`src/rtl/axi_pkg.sv`:
```
// Shared AXI read-side definitions: controller states, burst/size encodings
// and response codes.
package axi_pkg;

  typedef enum logic [1:0] {
    IDLE = 2'd0,
    ADDR = 2'd1,
    DATA = 2'd2
  } rd_state_e;

  localparam logic [1:0] BURST_INCR  = 2'b01;
  localparam logic [2:0] SIZE_8B     = 3'b011;

  localparam logic [1:0] RESP_OKAY   = 2'b00;
  localparam logic [1:0] RESP_EXOKAY = 2'b01;
  localparam logic [1:0] RESP_SLVERR = 2'b10;
  localparam logic [1:0] RESP_DECERR = 2'b11;

endpackage

```
`src/rtl/rr_arb2.sv`:
```
// Two-input round-robin selector: on contention the requester not served
// last wins; a lone requester always wins.
module rr_arb2 (
  input  logic [1:0] req,
  input  logic       last,
  output logic       grant,
  output logic       any
);

  always_comb begin
    any = |req;
    if (req == 2'b11) grant = ~last;
    else              grant = req[1];
  end

endmodule

```
`src/rtl/axi_rd_arbiter.sv`:
```
// Two-requester AXI read arbiter: one burst outstanding, AR issued from
// latched request, R beats passed through to the granted requester.
module axi_rd_arbiter
  import axi_pkg::*;
#(
  parameter logic [3:0] ID0 = 4'h1,
  parameter logic [3:0] ID1 = 4'h2
) (
  input  logic        clk,
  input  logic        rst,
  input  logic        req0_valid,
  input  logic [31:0] req0_addr,
  input  logic [3:0]  req0_len,
  output logic        req0_ready,
  input  logic        req1_valid,
  input  logic [31:0] req1_addr,
  input  logic [3:0]  req1_len,
  output logic        req1_ready,
  output logic [63:0] rd0_data,
  output logic [1:0]  rd0_resp,
  output logic        rd0_last,
  output logic        rd0_valid,
  input  logic        rd0_ready,
  output logic [63:0] rd1_data,
  output logic [1:0]  rd1_resp,
  output logic        rd1_last,
  output logic        rd1_valid,
  input  logic        rd1_ready,
  output logic [3:0]  ARID,
  output logic [31:0] ARADDR,
  output logic [3:0]  ARLEN,
  output logic [2:0]  ARSIZE,
  output logic [1:0]  ARBURST,
  output logic [1:0]  ARLOCK,
  output logic [3:0]  ARCACHE,
  output logic [2:0]  ARPROT,
  output logic        ARQOS,
  output logic        ARREGION,
  output logic        ARUSER,
  output logic        ARVALID,
  input  logic        ARREADY,
  input  logic [3:0]  RID,
  input  logic [63:0] RDATA,
  input  logic [1:0]  RRESP,
  input  logic        RLAST,
  input  logic        RUSER,
  input  logic        RVALID,
  output logic        RREADY,
  output logic        prot_err
);

  rd_state_e   state_q;
  logic        grant_q, last_q, prot_err_q;
  logic [31:0] addr_q;
  logic [3:0]  len_q, arid_q;
  logic [2:0]  arsize_q;
  logic [1:0]  arburst_q;
  logic [4:0]  beat_q;

  logic arb_grant, arb_any, take, in_data, r_hs, final_beat, beat_err;
  logic unused_ruser;

  rr_arb2 u_arb (
    .req   ({req1_valid, req0_valid}),
    .last  (last_q),
    .grant (arb_grant),
    .any   (arb_any)
  );

  // Grant is visible in the same IDLE cycle; everything is masked while in reset.
  assign take       = rst && (state_q == IDLE) && arb_any;
  assign req0_ready = take && !arb_grant;
  assign req1_ready = take &&  arb_grant;

  assign in_data    = rst && (state_q == DATA);
  assign RREADY     = in_data && (grant_q ? rd1_ready : rd0_ready);
  assign rd0_valid  = in_data && !grant_q && RVALID;
  assign rd1_valid  = in_data &&  grant_q && RVALID;
  assign rd0_data   = RDATA;
  assign rd0_resp   = RRESP;
  assign rd0_last   = RLAST;
  assign rd1_data   = RDATA;
  assign rd1_resp   = RRESP;
  assign rd1_last   = RLAST;

  assign r_hs       = in_data && RVALID && RREADY;
  assign final_beat = (beat_q == {1'b0, len_q});
  assign beat_err   = (RID != arid_q) || (RLAST != final_beat);
  assign unused_ruser = RUSER;

  assign ARVALID  = (state_q == ADDR);
  assign ARID     = arid_q;
  assign ARADDR   = addr_q;
  assign ARLEN    = len_q;
  assign ARSIZE   = arsize_q;
  assign ARBURST  = arburst_q;
  assign ARLOCK   = 2'b00;
  assign ARCACHE  = 4'h0;
  assign ARPROT   = 3'b000;
  assign ARQOS    = 1'b0;
  assign ARREGION = 1'b0;
  assign ARUSER   = 1'b0;
  assign prot_err = prot_err_q;

  always_ff @(posedge clk) begin
    if (!rst) begin
      state_q    <= IDLE;
      grant_q    <= 1'b0;
      last_q     <= 1'b1;
      prot_err_q <= 1'b0;
      addr_q     <= '0;
      len_q      <= '0;
      arid_q     <= '0;
      arsize_q   <= '0;
      arburst_q  <= '0;
      beat_q     <= '0;
    end else begin
      case (state_q)
        IDLE: if (take) begin
          grant_q   <= arb_grant;
          addr_q    <= arb_grant ? req1_addr : req0_addr;
          len_q     <= arb_grant ? req1_len  : req0_len;
          arid_q    <= arb_grant ? ID1 : ID0;
          arsize_q  <= SIZE_8B;
          arburst_q <= BURST_INCR;
          state_q   <= ADDR;
        end
        ADDR: if (ARREADY) begin
          beat_q  <= '0;
          state_q <= DATA;
        end
        DATA: if (r_hs) begin
          beat_q <= beat_q + 5'd1;
          if (beat_err) prot_err_q <= 1'b1;
          // Only RLAST closes the burst, even when it arrives on the wrong beat.
          if (RLAST) begin
            last_q  <= grant_q;
            state_q <= IDLE;
          end
        end
        default: state_q <= IDLE;
      endcase
    end
  end

endmodule

```
`config.mk`:
```
export PLATFORM = sky130hd
export DESIGN_NAME = axi_rd_arbiter
export DESIGN_NICKNAME = d
export VERILOG_FILES = /design/src/rtl/axi_pkg.sv /design/src/rtl/rr_arb2.sv /design/src/rtl/axi_rd_arbiter.sv
export SDC_FILE = /design/constraint.sdc
export NUM_CORES = 1
export LEC_CHECK = 0
export CORE_AREA = 2 2 134 136
export CTS_CLUSTER_DIAMETER = 100
export DETAILED_ROUTE_END_ITERATION = 10
export DIE_AREA = 0 0 136 138
export PLACE_DENSITY = 0.61
export SLEW_MARGIN = 40
export SYNTH_ARGS = -nofsm -noshare
export SYNTH_HDL_FRONTEND = slang
export SYNTH_SLANG_ARGS = --single-unit
```
`constraint.sdc`:
```
create_clock -name clk -period 1.6 [get_ports clk]
set_input_delay 0.4 -clock clk [delete_from_list [all_inputs] [get_ports clk]]
set_output_delay 0.4 -clock clk [all_outputs]
set_load 0.01 [all_outputs]
```
# Word level (Yosys, flattened, before mapping)
# Index checks and enable logic that the tools add are counted.
[op_classes]
n_addsub = 1
eq_ne = 10
mux = 13
bitwise_logic = 1
n_reduce_logical = 23
[ops]
columns = ["op", "n"]
rows = [
  ["32-bit two-way mux", 1],
  ["1-bit logical AND", 12],
  ["2-bit two-way mux", 5],
  ["5-bit two-way mux", 2],
  ["5-bit case mux with 2 select lines", 1],
  ["3-bit AND reduction", 3],
  ["2-bit inequality test (second input constant)", 3],
  ["2-bit case mux with 3 select lines", 1],
  ["5-bit by 1-bit adder with 5-bit output (second input constant)", 1],
  ["5-bit by 4-bit == test with 1-bit output", 1],
  ["2-bit == test (second input constant)", 2],
  ["4-bit two-way mux", 1],
  ["4-bit inequality test", 1],
  ["4-bit AND reduction", 1],
  ["2-bit by 1-bit == test with 1-bit output (second input constant)", 1],
  ["1-bit logical NOT", 2],
  ["2-bit logical NOT", 1],
  ["1-bit two-way mux", 2],
  ["2-bit by 1-bit inequality test with 1-bit output (second input constant)", 1],
  ["2-bit AND reduction", 1],
  ["2-bit nonzero test", 1],
  ["2-bit OR reduction", 1],
  ["1-bit logical OR", 1],
  ["1-bit inequality test", 1],
  ["1-bit inverter", 1],
]
[totals]
ff_bits = 52
output_inout_bits = 198

# Depth between registers and ports, before layout
[depth]
ltp_word = 6
mapped_depth = 6
mapped_depth_nobuf = 5

# Modules after synthesis
# Synthesis repeated with hierarchy kept, for this count alone.
[hier_totals]
cells_unflattened = 393
hier_area_um2 = 3477.1
[by_module_without_submodules]
columns = ["module", "instances", "cells_each", "area_each_um2", "seq_area_each_um2"]
rows = [
  ["axi_rd_arbiter", 1, 391, 3463.3, 960.9],
  ["rr_arb2", 1, 2, 13.8, 0.0],
]

# Worst setup path before layout
# Ideal clock, no wire load.
[synth_timing]
path_kind = "input port to flip-flop"
startpoint = "input port rst"
endpoint = "register addr_q[0], in the netlist ARADDR[0]"
setup_ps = 125
arrival_time_ps = 1258
slack_ps = 217
stages = 6
path_buffers = 2
path_cell_list = "nor3b_4 -> o211a_1 -> buf_4 -> buf_6 -> a222oi_1 -> nor2b_1"
[synth_between]
elab_chain_cells = 3
[synth_lines]
columns = ["item", "line_no", "rtl"]
rows = [
  ["start: declaration", "axi_rd_arbiter.sv:10", "input logic rst,"],
  ["1-bit logical AND (2 in a row)", "axi_rd_arbiter.sv:71", "assign take = rst && (state_q == IDLE) && arb_any;"],
  ["2-bit AND reduction (no source line)", "--", ""],
  ["end signal: assignment", "axi_rd_arbiter.sv:121", "addr_q <= arb_grant ? req1_addr : req0_addr;"],
  ["end: declaration", "axi_rd_arbiter.sv:54", "logic [31:0] addr_q;"],
]
# Several ways; a longest one is shown, not always the timed one.
# A chain may end at the register's enable or synchronous reset.

# Worst setup path in the final report
[layout_timing]
startpoint = "register state_q[0]"
endpoint = "output port RREADY"
[layout_between]
elab_chain_cells = 3
[layout_lines]
columns = ["item", "line_no", "rtl"]
rows = [
  ["start: declaration", "axi_rd_arbiter.sv:52", "rd_state_e state_q;"],
  ["start signal: assignment", "axi_rd_arbiter.sv:107", "state_q <= IDLE;"],
  ["start signal: assignment", "axi_rd_arbiter.sv:126", "state_q <= ADDR;"],
  ["start signal: assignment", "axi_rd_arbiter.sv:130", "state_q <= DATA;"],
  ["2-bit == test", "axi_rd_arbiter.sv:75", "assign in_data = rst && (state_q == DATA);"],
  ["1-bit logical AND", "axi_rd_arbiter.sv:75", ""],
  ["1-bit logical AND", "axi_rd_arbiter.sv:76", "assign RREADY = in_data && (grant_q ? rd1_ready : rd0_ready);"],
  ["end: declaration", "axi_rd_arbiter.sv:48", "output logic RREADY,"],
]
# Every way passes these cells.

==> impl.org <==
** Synth
- Number of enable flip-flop cells after synthesis :: 0
- Area share of the leading cell type in the synthesized netlist :: 0.355
- Yosys attributes the largest share of cell area to buf_4 35%, dfxtp_1 29%, a222oi_1 11%, nor2b_1 7.4%, buf_6 2.7%.
- Mapped cell area :: 0.00328 mm^2
- Most frequently used cell type in the post-synthesis netlist :: buf_4
- Sorting the synthesized cells by how often they occur yields 155 x buf_4, 48 x dfxtp_1, 39 x nor2b_1, 36 x a222oi_1, 11 x nand2_1.
- The biggest area contributor in the post-synthesis netlist is buf_4.
- For this run, the number of Yosys warnings is 0.
- Sequential area share after synthesis :: 0.293
- Averaged over all synthesized cells, the footprint is 9.21 um^2.
- Fraction of registers with async set/reset :: 0
- Number of distinct standard cells referenced by the synthesized netlist :: 41
- The synthesized design contains 48 register bits.
- Gate count of the mapped netlist :: 356
- For this run, the leading register cell type out of synthesis is dfxtp_1.

** Floorplan
- The floorplan step set the die width to 136 um.
- IO Pins :: 350
- Vert. Die Dim :: 138 um
- Initial core utilization :: 0.187
- After floorplanning, the core was sized to cover 0.0175 mm^2.
- Die Outline Area :: 0.0188 mm^2
- In this run the core area contains 49 standard-cell rows.

** Timing
- Timing would allow up to 0.601 GHz.
- Endpoints failing setup :: 5
- The number of max-slew violations in the final report is 0.
- Final number of hold-violating endpoints :: 0
- On the final layout, the worst clock skew is 0.00786 ns.
- Setup repair after global routing could not meet its margin everywhere.
- Setup slack after layout :: -0.0641 ns
- After layout, the minimum clock period comes to 1.66 ns.
- Dividing the final minimum period by the clock period gives 1.04.

** Placement
- Port buffering added 134 buffers.
- Detailed placement ended at an HPWL of 8.44 mm.
- Routability-driven placement finished with a final weighted congestion of 0.722.
- The number of placed instances, taps included, is 586.

** Setup path
- Worst-path maximum fanout :: 3
- STA classifies the critical path endpoint as a primary output.
- The worst setup path is launched from a register.
- At the worst endpoint, the required time is 1.20 ns.
- Data on the critical path arrives at its endpoint at 1.26 ns.
- Counting cells, the worst reg-to-reg path comes to 6.
- By startpoint and endpoint, the worst setup path is classified as register to primary output.

** Clock network
- Root buffer selected by CTS :: clkbuf_16
- Sinks on the clock net :: 48
- After clock tree synthesis, the flow added hold-fix buffers numbering 0.
- Clock buffers created by TritonCTS :: 5
- After clock tree synthesis, the clock-pin slew on the worst setup and hold paths is 0.07 ns.
- Clk Latency, worst-skew pair :: 0.29 ns
- TritonCTS built the clock tree.
- H-tree level count :: 2
- The longest clock path from root to sink contains 2 buffers.

** Drt
- DR vias :: 2450
- Wirelength, routed :: 10.4 mm
- Dividing the detail-routed via count by the number of cells gives 4.10.
- In the final routed layout, each cell accounts on average for 17.5 um.
- Number of violations reported at the end of detailed-routing iteration 0 :: 234
- Post-route DRC violation count :: 0
- The pre-antenna-repair detailed-routing pass consisted of 8 iterations.
- Antenna-violating nets left :: 0

** Global routing
- Entering global routing, the biggest net connects 38 pins.
- The number of antenna violations at the first check in global routing was 2.
- First-pass GRT wire length :: 15.1 mm
- The via count of the first global-routing pass was 2487.
- For this run, the total global-route usage over all layers was measured as 0.107.
- GRT Residual Overflow :: 0

** Power
- The analysis attributes to cell leakage a power of 1.89 nW.
- Peak VDD IR :: 0.435 mV
- Power spread over the standard cell area amounts to 823 mW/mm^2.
- Sum of internal, switching and leakage power :: 3.42 mW

** Cells and area
- Proportion of layout cells with a drive suffix above 1 :: 0.158
- The sequential cells in the finished layout cover a total of 973 um^2.
- After the last flow step, the layout net total stands at 520.
- The finished layout holds 598 standard cells, fillers aside.
- Summing all multi-input logic gate instances after layout gives 0.00112 mm^2.
- After filler insertion, the fill cell instance count of the layout stands at 1898.
- Synth-to-Final Area Change :: 26.8%

** Min path
- Min-Delay Path Depth :: 2
- The path class of the tightest hold or removal check is register to register.

** Outcome
- The flow ran to the end, but the final reports show violations.
- The final reports fail on negative setup slack.

** Job
- Number of maximum-capacitance constraint violations :: 0
-- worst max-delay path, stage by stage, from the launching register on --
cell and delay, ns:
dfxtp_4 0.36, buf_6 0.11, and2b_1 0.21, and3_4 0.18
buf_6 0.10
-- final cells by class --
cell class / instances / area share
clock buffers: 5 / 0.0301
multi-input cells: 151 / 0.269
well taps: 229 / 0.0689
repair buffers: 159 / 0.385
inverters: 2 / 0.00181
clock inverters: 3 / 0.0102
diodes: 1 / 0.000602
flip-flops and latches: 48 / 0.234
-- report_power, final --
part	internal, mW	switching, mW	leakage (nW)
sequential	1.28	0.0585	0.395
combinational	0.519	0.345	1.41
clock	0.736	0.484	0.0798
total	2.53	0.887	1.89
-- sequential cells by signal (all words and copies together) (netlist names) --
| name | count |
|---|---|
| beat_q | 5 |
| ARBURST | 1 |
| ARLEN | 4 |
| prot_err | 1 |
| last_q | 1 |
| ARADDR | 32 |
| ARID | 1 |
| grant_q | 1 |
| state_q | 2 |
-- final timing paths --
path | from | endpoint | slack, ns
max reg2reg | state_q[1] | ARADDR[1] | 0.05
max | state_q[0] | RREADY | -0.06
min reg2reg | ARBURST[0] | ARBURST[0] | 0.47
min | ARBURST[0] | ARBURST[0] | 0.47
-- metal layers --
metal | up-vias | GRT usage | share of wire
li1 | 1101 | - | -
met4 | 0 | 0.0488 | 0.038
met1 | 1121 | 0.106 | 0.35
met2 | 191 | 0.186 | 0.50
met5 | - | 0 | 0
met3 | 37 | 0.0517 | 0.12
-- repair_timing --
action	4_1_cts	5_1_grt
gates resized for setup	68	31
pin swaps	6	24
setup buffers	2	1
endpoints found under the setup margin	67	59
-- stage by stage --
stage          hold slack, ns  setup slack, ns  setup TNS (ns)  cell area (um^2)   util
2_1_floorplan           0.465            0.217               0              3330      -
3_3_place_gp            0.481           -0.788          -29.16              3880  0.221
3_5_place_dp            0.496           -0.759          -28.57              3880  0.221
4_1_cts                 0.479          -0.0988          -0.336              4040  0.231
5_1_grt                 0.488           -0.118          -0.577              4150  0.237
6_report                0.466          -0.0641          -0.169              4160  0.237
-- cells by family after synthesis --
kind of cell,count (synthesis),share of synthesized area
adder cells (fa/ha/maj),1,0.00382
AO/OA/AOI/OAI,54,0.147
multiplexers,2,0.00763
AND/OR/NAND/NOR,72,0.137
buffers and inverters,172,0.394
other,1,0.00114
flip-flops,48,0.293
XOR/XNOR,6,0.0160
-- placed cells by master (no fill, tap or decap), types with 4 or more instances in the layout --
| cell type | synthesis | layout |
|---|---|---|
| buf_4 | 155 | 19 |
| dlymetal6s2s_1 | 0 | 17 |
| dfxtp_2 | 0 | 4 |
| clkbuf_16 | 0 | 5 |
| nand3_1 | 4 | 4 |
| dlygate4sd2_1 | 0 | 23 |
| a222oi_1 | 36 | 36 |
| nand2_1 | 11 | 11 |
| buf_6 | 8 | 9 |
| dfxtp_1 | 48 | 42 |
| nor2b_1 | 39 | 38 |
| clkdlybuf4s50_1 | 0 | 86 |
| conb_1 | 1 | 16 |
| xnor2_1 | 5 | 5 |
Power figures use the tool's default switching activity.
==> edit (same settings) <==
The 3 states of `rd_state_e` get a one-hot encoding in 3 bits.
--- a/src/rtl/axi_pkg.sv
+++ b/src/rtl/axi_pkg.sv
@@ -2,10 +2,10 @@
 // and response codes.
 package axi_pkg;
 
-  typedef enum logic [1:0] {
-    IDLE = 2'd0,
-    ADDR = 2'd1,
-    DATA = 2'd2
+  typedef enum logic [2:0] {
+    IDLE = 3'b001,
+    ADDR = 3'b010,
+    DATA = 3'b100
   } rd_state_e;
 
   localparam logic [1:0] BURST_INCR  = 2'b01;
Behaviour: no difference found for any inputs over 10 cycles, from zero or initial values and one cycle with rst low; not proved beyond that.
==> edit against the original RTL <==
Critical path depth shrank 1. Via count grew 3.1%. Die area is the same. Final area shrank 1.5%. Register-to-register slack lost 0.03 ns. The flow still finishes with violations (setup timing). Largest power group unchanged. Sequential cell count grew 1. Highest routed layer unchanged. Setup slack gained 0.0019 ns. Total power shrank 8.3%. Synthesized area grew 0.19%. Critical endpoint is now req0_ready. Clock skew shrank 0.0042 ns. Wire length grew 5.5%.
==> edit: results (changes against the original RTL) <==
status: "finished with violations"
failed_checks: "setup timing"
multi_input_cells: 154  # +2.0%
seq-cell-share_pct: 24.17  # +0.76 points
nNonClkBuffers: 157  # -1.3%
ir_drop_mv: 0.4548  # +4.6%
dpl_worst_slack_ns: -0.7537  # +0.005595 ns
grt_use_met3_pct: 5.831  # +0.66 points
fin_worst_skew_ns: 0.003647  # -0.004212 ns
route.met2.wl_um: 5621  # +7.9%
synthTopCellsByCount: "153 x buf_4, 49 x dfxtp_1, 37 x nor2b_1"
layout_setup_ws_ns: -0.06216  # +0.001901 ns
vias_per_cell: 4.231  # +3.3%
use_met1_pct: 11.11  # +0.48 points
dp_hpwl_um: 8840  # +4.8%
reg2reg_depth: 5  # -1
synth.area.top_cells: "buf_4 35%, dfxtp_1 30%, a222oi_1 11%, nor2b_1 7.0%, buf_6 1.7%"
grt_pass1_vias: 2478  # -0.36%
wl_met3_um: 1640  # +34%
crit_slowest_cell: "dfxtp_2"
grt_pass1_wl_um: 15590  # +3.6%
cts_sinks: 49  # +2.1%
syn_avg_cell_area_um2: 9.123  # -0.92%
antenna_cells: 0  # -1
globalplace.congestion: 0.7043  # -2.4%
nNonClkInverters: 1  # -1
nFillCells: 1911  # +0.68%
setup_viol: 4  # -1
ys_seq_area_share_pct: 29.87  # +0.55 points
drt-total-wl_um: 11020  # +5.5%
grt_util_met2_pct: 18.91  # +0.26 points
antenna_found_initial: 0  # -2
place_inst: 589  # +0.51%
cts-resized-gates: 70  # +2.9%
drt_iter0_drc: 243  # +3.8%
p_comb_share_pct: 23.3  # -1.9 points
wl_per_cell_um: 18.45  # +5.7%
multi_input_area_share_pct: 27.81  # +0.93 points
startpoint: "state_q[1]"
r2r-end: "ARADDR[29]"
ys_types: 36  # -12%
clk_share_pct: 3.484  # -0.55 points
gr-usage-all-layers_pct: 10.92  # +0.22 points
crit_end: "req0_ready"
[edit: cell families (layout without fill, tap and decap cells)]
family          count (synthesis)  in the layout  share of synthesized area, %
compound gates                 47             47                         13.49
xor+xnor                        9              9                         2.400
fa+ha+maj                       1              1                        0.3809
buf+inv                       172            165                         38.44
flops                          49             49                         29.87
mux                             3              3                        0.9524
other cells                     1             16                        0.1142
simple gates                   78             78                         14.36
[edit: power by group through the flow]
| stage | Combinational [mW] | Clock, mW | Sequential (mW) |
|---|---|---|---|
| floorplan | 0.643 | 0 | 1.39 |
| global placement | 0.754 | 0 | 1.37 |
| detailed placement | 0.762 | 0 | 1.37 |
| CTS | 0.740 | 1.09 | 1.35 |
| global route | 0.786 | 1.14 | 1.35 |
| finish | 0.729 | 1.06 | 1.34 |
[edit: through the flow]
stage	area [µm²]	setup TNS, ns
2_1_floorplan	3341	0
3_3_place_gp	3899	-28.78
3_5_place_dp	3899	-29.55
4_1_cts	4035	-0.1285
5_1_grt	4094	-1.148
6_report	4094	-0.1675
